`src/rtl/adder_pkg.sv`:
```
// Shared definitions for the ADDER/ family of bit-serial arithmetic blocks.
// Holds the FSM state encoding used by the serial engines.
package adder_pkg;

    // Sequencer states for the bit-serial engines (IDLE -> RUN -> DONE -> IDLE).
    localparam logic [1:0] ST_IDLE = 2'd0;
    localparam logic [1:0] ST_RUN  = 2'd1;
    localparam logic [1:0] ST_DONE = 2'd2;

endpackage : adder_pkg

```
`src/rtl/serial_subtractor_half_subtractor.sv`:
```
// half_subtractor: one-bit A - B without borrow-in.
// Ports:
//   A, B    in  minuend / subtrahend bit
//   Diff    out A ^ B
//   Borrow  out 1 when A=0 and B=1
// Two instances plus an OR make a full subtractor cell.
module half_subtractor (
    input  logic A,
    input  logic B,
    output logic Diff,
    output logic Borrow
);

    assign Diff   = A ^ B;
    assign Borrow = ~A & B;

endmodule : half_subtractor

```
`src/rtl/serial_subtractor.sv`:
```
// serial_subtractor: bit-serial unsigned subtractor, Diff = A - B, LSB first,
// one bit per clock, with borrow-out.
// Ports:
//   clk, rst_n          clock (rising edge), async active-low reset
//   in_valid/in_ready   operand handshake; A/B sampled on the accept edge
//   A, B                WIDTH-bit unsigned minuend / subtrahend
//   out_valid/out_ready result handshake; Diff/Borrow held while out_valid
//   Diff                (A - B) mod 2**WIDTH
//   Borrow              1 iff A < B
module serial_subtractor
    import adder_pkg::*;
#(
    parameter int WIDTH = 8
) (
    input  logic             clk,
    input  logic             rst_n,
    input  logic             in_valid,
    output logic             in_ready,
    input  logic [WIDTH-1:0] A,
    input  logic [WIDTH-1:0] B,
    output logic             out_valid,
    input  logic             out_ready,
    output logic [WIDTH-1:0] Diff,
    output logic             Borrow
);

    localparam int             CW   = $clog2(WIDTH + 1);
    localparam logic [CW-1:0]  LAST = CW'(WIDTH - 1);

    logic [1:0]       state_q, state_d;
    logic [CW-1:0]    cnt_q, cnt_d;
    logic [WIDTH-1:0] a_q, a_d;
    logic [WIDTH-1:0] b_q, b_d;
    logic [WIDTH-1:0] diff_q, diff_d;
    logic             bw_q, bw_d;
    logic             borrow_q, borrow_d;

    // Full subtractor cell on the current LSBs and the running borrow.
    logic hd0, hb0, hb1, bit_d, bw_next;

    half_subtractor u_hs0 (
        .A      (a_q[0]),
        .B      (b_q[0]),
        .Diff   (hd0),
        .Borrow (hb0)
    );

    half_subtractor u_hs1 (
        .A      (hd0),
        .B      (bw_q),
        .Diff   (bit_d),
        .Borrow (hb1)
    );

    assign bw_next = hb0 | hb1;

    always_comb begin
        state_d  = state_q;
        cnt_d    = cnt_q;
        a_d      = a_q;
        b_d      = b_q;
        diff_d   = diff_q;
        bw_d     = bw_q;
        borrow_d = borrow_q;
        case (state_q)
            ST_IDLE: begin
                if (in_valid) begin
                    a_d     = A;
                    b_d     = B;
                    bw_d    = 1'b0;
                    cnt_d   = '0;
                    state_d = ST_RUN;
                end
            end
            ST_RUN: begin
                a_d    = a_q >> 1;
                b_d    = b_q >> 1;
                // New bit enters at the MSB; after WIDTH shifts bit 0 lands in Diff[0].
                diff_d = (diff_q >> 1) | (WIDTH'(bit_d) << (WIDTH - 1));
                bw_d   = bw_next;
                cnt_d  = cnt_q + CW'(1);
                if (cnt_q == LAST) begin
                    borrow_d = bw_next;
                    state_d  = ST_DONE;
                end
            end
            ST_DONE: begin
                if (out_ready) state_d = ST_IDLE;
            end
            default: state_d = ST_IDLE;
        endcase
    end

    always_ff @(posedge clk or negedge rst_n) begin
        if (!rst_n) begin
            state_q  <= ST_IDLE;
            cnt_q    <= '0;
            a_q      <= '0;
            b_q      <= '0;
            diff_q   <= '0;
            bw_q     <= 1'b0;
            borrow_q <= 1'b0;
        end else begin
            state_q  <= state_d;
            cnt_q    <= cnt_d;
            a_q      <= a_d;
            b_q      <= b_d;
            diff_q   <= diff_d;
            bw_q     <= bw_d;
            borrow_q <= borrow_d;
        end
    end

    assign in_ready  = (state_q == ST_IDLE);
    assign out_valid = (state_q == ST_DONE);
    assign Diff      = diff_q;
    assign Borrow    = borrow_q;

endmodule : serial_subtractor
```
`config.mk`:
```
export PLATFORM = sky130hd
export DESIGN_NAME = serial_subtractor
export DESIGN_NICKNAME = d
export VERILOG_FILES = /design/src/rtl/adder_pkg.sv /design/src/rtl/serial_subtractor_half_subtractor.sv /design/src/rtl/serial_subtractor.sv
export SDC_FILE = /design/constraint.sdc
export NUM_CORES = 1
export LEC_CHECK = 0
export ABC_AREA = 1
export ABC_CLOCK_PERIOD_IN_PS = 1200
export CELL_PAD_IN_SITES_DETAIL_PLACEMENT = 2
export CELL_PAD_IN_SITES_GLOBAL_PLACEMENT = 2
export CORE_MARGIN = 2
export CORE_UTILIZATION = 29
export DETAILED_ROUTE_END_ITERATION = 10
export MAX_ROUTING_LAYER = met4
export PLACE_DENSITY = 0.78
export SLEW_MARGIN = 20
export SYNTH_ARGS = -nofsm -noshare
export SYNTH_HDL_FRONTEND = slang
export SYNTH_SLANG_ARGS = --single-unit
```
`constraint.sdc`:
```
create_clock -name clk -period 1.2 [get_ports clk]
set_input_delay 0.24 -clock clk [delete_from_list [all_inputs] [get_ports clk]]
set_output_delay 0.24 -clock clk [all_outputs]
set_load 0.03 [all_outputs]
```
# Word-level counts from Yosys, hierarchy flattened
# Index checks and enable logic that the tools add are counted.
dict set report totals {
  romBits 0
  in_bits 20
  memories 0
  mem_bits_rw 0
  output_inout_bits 11
  latchBits 0
  regBits 32
  wordCells 39
}
dict set report classes {
  bitwise_logic 8
  order_cmp 0
  n_mul 0
  n_shift 0
  div_mod_pow 0
  addsub 1
  muxes 12
  reduce_logical 5
  n_eq_ne 6
}
# cell count
set op_table {}
lappend op_table {{8-bit case mux with 2 select lines} 2}
lappend op_table {{8-bit two-way mux} 2}
lappend op_table {{7-bit by 8-bit bitwise OR with 8-bit output} 1}
lappend op_table {{4-bit case mux with 2 select lines} 1}
lappend op_table {{2-bit two-way mux} 3}
lappend op_table {{2-bit case mux with 3 select lines} 1}
lappend op_table {{4-bit by 1-bit adder with 4-bit output, second input constant} 1}
lappend op_table {{4-bit by 3-bit equality test with 1-bit output, second input constant} 1}
lappend op_table {{4-bit two-way mux} 1}
lappend op_table {{2-bit inequality test, second input constant} 2}
lappend op_table {{2-bit AND reduction} 2}
lappend op_table {{3-bit AND reduction} 1}
lappend op_table {{1-bit bitwise AND} 2}
lappend op_table {{2-bit by 1-bit equality test with 1-bit output, second input constant} 1}
lappend op_table {{2-bit equality test, second input constant} 1}
lappend op_table {{2-bit zero test} 1}
lappend op_table {{2-bit by 1-bit inequality test with 1-bit output, second input constant} 1}
lappend op_table {{1-bit NOT} 2}
lappend op_table {{1-bit case mux with 2 select lines} 1}
lappend op_table {{2-bit nonzero test} 1}
lappend op_table {{1-bit XOR} 2}
lappend op_table {{1-bit two-way mux} 1}
lappend op_table {{1-bit bitwise OR} 1}

# Depth between registers and ports, before layout
dict set report logic_depth {
  ltp_word 5
  depth_mapped 7
  ltp_nobuf 6
}

# Cells and area by module
# From an unflattened synthesis, not the netlist that was laid out.
dict set report unflattened {
  cells_unflattened 167
  area_unflattened_um2 1446.4
}
# module area_per_inst_um2 cells_each seq_area_each_um2 instances
set by_module_without_submodules {}
lappend by_module_without_submodules {serial_subtractor 1406.3 161 800.8 1}
lappend by_module_without_submodules {half_subtractor 20.0 3 0.0 2}

# Worst setup path after synthesis
# Ideal clock, no wire load.
dict set report synth_path {
  path_kind {register to register}
  from {register state_q[0]}
  to {register a_q[0]}
  path_stages_with_launch 5
  arrival_time_ps 1045
  path_buffers 1
  period_less_slack_ps 1114
  path_slack_ps 86
  t_required_ps 1131
  setup_time_ps 69
  path_cell_list {dfrtp_1 -> nor2_2 -> buf_2 -> nand3_1 -> nand3_1}
}
dict set report synth_between {
  elab_chain_len 3
  elab_cells_between_ends 6
  classes_between {2 x eq/ne; 1 x mux; 3 x reduce/logical}
}
# element line_no
set synth_lines {}
lappend synth_lines {{start: declaration} serial_subtractor.sv:30} ;# logic [1:0] state_q, state_d;
lappend synth_lines {{start signal: assignment} serial_subtractor.sv:104} ;# state_q <= state_d;
lappend synth_lines {{2-bit zero test (*)} -}
lappend synth_lines {{net in_ready} serial_subtractor.sv:18} ;# output logic in_ready,
lappend synth_lines {{2-bit inequality test (no source line) / 2-bit nonzero test (equally long branches)} -}
lappend synth_lines {{2-bit AND reduction (no source line)} -}
lappend synth_lines {{end signal: assignment} serial_subtractor.sv:98} ;# a_q <= '0;
lappend synth_lines {{end signal: assignment} serial_subtractor.sv:106} ;# a_q <= a_d;
lappend synth_lines {{end: declaration} serial_subtractor.sv:32} ;# logic [WIDTH-1:0] a_q, a_d;
# The timed path passes the listed nets; every way through them passes the cells marked *.
# A chain may end at the register's enable or synchronous reset.

# Worst setup path in the final report
dict set report layout_path {
  from {register state_q[0]}
  to {output port in_ready}
}
dict set report layout_between {
  elab_chain_len 1
}
# element line_no
set layout_lines {}
lappend layout_lines {{2-bit zero test} serial_subtractor.sv:114} ;# assign in_ready = (state_q == ST_IDLE);
lappend layout_lines {{end: declaration} serial_subtractor.sv:18}
# Every way passes these cells.

==> summary.md <==
| Metric | Value |
|---|---|
| Hpwl dp | 3140 µm |
| GR Overflow Total | 0 |
| CTS tree | done |
| Commonest cells in the netlist | nand3_1, nand2_1, dfrtp_1 |
| Io pins | 31 |
| CP max stage delay | 460 ps |
| Placed cell count | 266 |
| Total number of vias | 1344 |
| Top_reg_cell synth | dfrtp_1 |
| Register area | 802 µm² |
| Hold buffer count at CTS | 0 |
| Post-synth top area cell | dfrtp_1 |
| Starting DRC count in detailed routing | 50 |
| Worst skew pair latency | 290 ps |
| Crit path from | state_q[0] |
| Failing checks | setup timing |
| Placer Congestion | 0.721 |
| Final period utilization | 109% |
| Initial Utilization | 30.1% |
| Critical Path End Type | output pin |
| WL final | 4800 µm |
| RR Startpoint | state_q[1] |
| Final slew viol count | 0 |
| Unrepaired setup endpoints after global routing | true |
| Critical Path Fanout Max | 4 |
| Pre-Repair DR Iteration Count | 4 |
| Fill count | 533 |
| Sink Count | 32 |
| Most frequent cell after synthesis | nand3_1 |
| Port bufs | 30 |
| Maximum number of pins on one net before global-route repair | 33 |
| Final #Nets | 233 |
| Async SR Flop Fraction | 100% |
| ANT cells | 0 |
| Cell variety after synth | 18 |
| Peak Freq | 765 MHz |
| CP arrival | 1070 ps |
| Final setup margin | -107 ps |
| First-pass GRT wire length | 7340 µm |
| Vias in the first global route | 1457 |
| All-layer global routing usage | 18.8% |
| Core area | 0.00475 mm² |
| Required time worst endpoint | 960 ps |
| Power Density | 2710 mW/mm² |
| Hold slack | 317 ps |
| Crit path time final | 1310 ps |
| Synthesized area | 0.00143 mm² |
| Area Growth Syn to Fin | 46.7% |
| H-tree depth | 2 |
| CP Class | reg2out |
| Slew headroom | 84.7% |
| Worst-path cell chain | nor2_4 > buf_6 |
| Skew final | 9.21 ps |
| Final Hold Fails | 0 |
| Die Width | 74.2 µm |
| Vias/cell | 4.82 |
| Slew @ Worst Pin | 227 ps |
| Sequential fraction of the synthesis area | 56.0% |
| Worst hold path type | in2async |
| CP Launch Type | flop |
| Post-synth EDFFs | 0 |
| Mapped Nets | 184 |
| Drc violations | 0 |
| Remaining antenna violation count | 0 |
| Area occupied by multi-input gates | 573 µm² |
| Fin area | 0.00210 mm² |
| Layout cells sized above 1 | 27.4% |
| Final core utilization | 44.1% |
| Clock Pin Slew Worst Setup and Hold Paths | 80 ps |
| #FFs+latches synth | 32 |
| P_leak | 0.991 nW |
| CTS buffer count | 5 |
| Area share of the largest cell type after synthesis | 56.0% |
| Post-DP Area | 0.00187 mm² |
| Maximum capacitance violations | 0 |
| Synth Area per Inst | 8.83 µm² |
| Die area | 0.00551 mm² |
| Status | finished, violations left |
| Drt wl/cell | 17.2 µm |
| Worst vdd ir | 739 µV |
| Chip Height | 74.2 µm |
| Root Buffer | clkbuf_8 |
| Max Root-Sink Buffers | 2 |
| Initial antenna violation count | 0 |
| Post-synthesis cell count | 162 |
| Worst path slowest cell | dfrtp_2 |
| Setup violators final | 4 |
| Final std cells w/o fill | 279 |
| Setup TNS Final | -190 ps |
| Warnings from Yosys | 0 |
| Site row count | 25 |
| Area contributors post-synth | dfrtp_1, nand3_1, nand2_1 |
logic make-up after synthesis:
| logic type | after synthesis | synth area share (%) |
|---|---|---|
| AO/OA/AOI/OAI | 13 | 4.81 |
| adder cells (fa/ha/maj) | 2 | 2.27 |
| buffers and inverters | 20 | 6.91 |
| flip-flops | 32 | 56.0 |
| AND/OR/NAND/NOR | 95 | 30.0 |
repair_timing:
| item | in CTS | in global routing |
|---|---|---|
| pin swaps | 1 | 1 |
| buffers inserted | 2 | 3 |
| setup endpoints to repair | 8 | 30 |
| gates resized for setup | 11 | 11 |
per-stage QoR:
step | total power [W] | setup WS, ps
floorplan | 0.00323 | 86.1
CTS | 0.00558 | -91.5
global route | 0.00609 | -128
finish | 0.00569 | -107
global placement | 0.00402 | -103
detailed placement | 0.00420 | -151
worst paths after layout:
check	endpoint	slack, ps	cells after the start
max	in_ready	-110	2
min	a_q[5]	320	2
max reg2reg	Diff[1]	0	7
min reg2reg	Diff[0]	500	2
max in group asynchronous	a_q[1]	690	2
min in group clk	Diff[0]	500	2
layout by cell type (no fill, tap or decap), drive strengths merged:
| cell type | netlist | final |
|---|---|---|
| inv | 10 | 10 |
| nand3 | 49 | 49 |
| a21oi | 1 | 1 |
| nand3b | 1 | 1 |
| bufinv | 0 | 1 |
| buf | 9 | 33 |
| nand2 | 38 | 38 |
| fa | 1 | 1 |
| dfrtp | 32 | 32 |
| o22ai | 1 | 1 |
| nand4 | 1 | 1 |
| o31ai | 1 | 1 |
| clkdlybuf4s50 | 0 | 19 |
| clkbuf | 1 | 7 |
| ha | 1 | 1 |
| nor2 | 6 | 6 |
| o21ai | 10 | 10 |
final cells by class:
cell class	count	share of cell area [%]
flip-flops and latches	32	38.2
clock inverters	1	1.43
inverters	10	1.91
repair buffers	52	22.5
clock buffers	7	4.59
well taps	67	4.00
multi-input cells	110	27.3
per-layer routing:
layer / global-route usage, % / vias up / part of all wire, %
li1: - / 633 / -
met1: 21.9 / 670 / 43
met2: 32.7 / 36 / 52
met3: 4.07 / 5 / 4.4
met4: 5.36 / 0 / 1.1
met5: - / - / 0
critical path: cells and delay by family, from the launching register on:
| family | cells | cell delay [ps] |
|---|---|---|
| simple gates | 1 | 160 |
| buf+inv | 1 | 150 |
| flops | 1 | 460 |
registers in the layout, indices dropped and copies added, names as in the netlist:
signal   cells
Diff         8
a_q          8
b_q          8
cnt_q        4
state_q      2
Borrow       1
bw_q         1
power by group:
group / switching (W) / internal (W)
Clock: 0.000432 / 0.000733
Combinational: 0.00154 / 0.00111
Sequential: 0.000344 / 0.00153
Total: 0.00232 / 0.00338
Power figures use the tool's default switching activity.
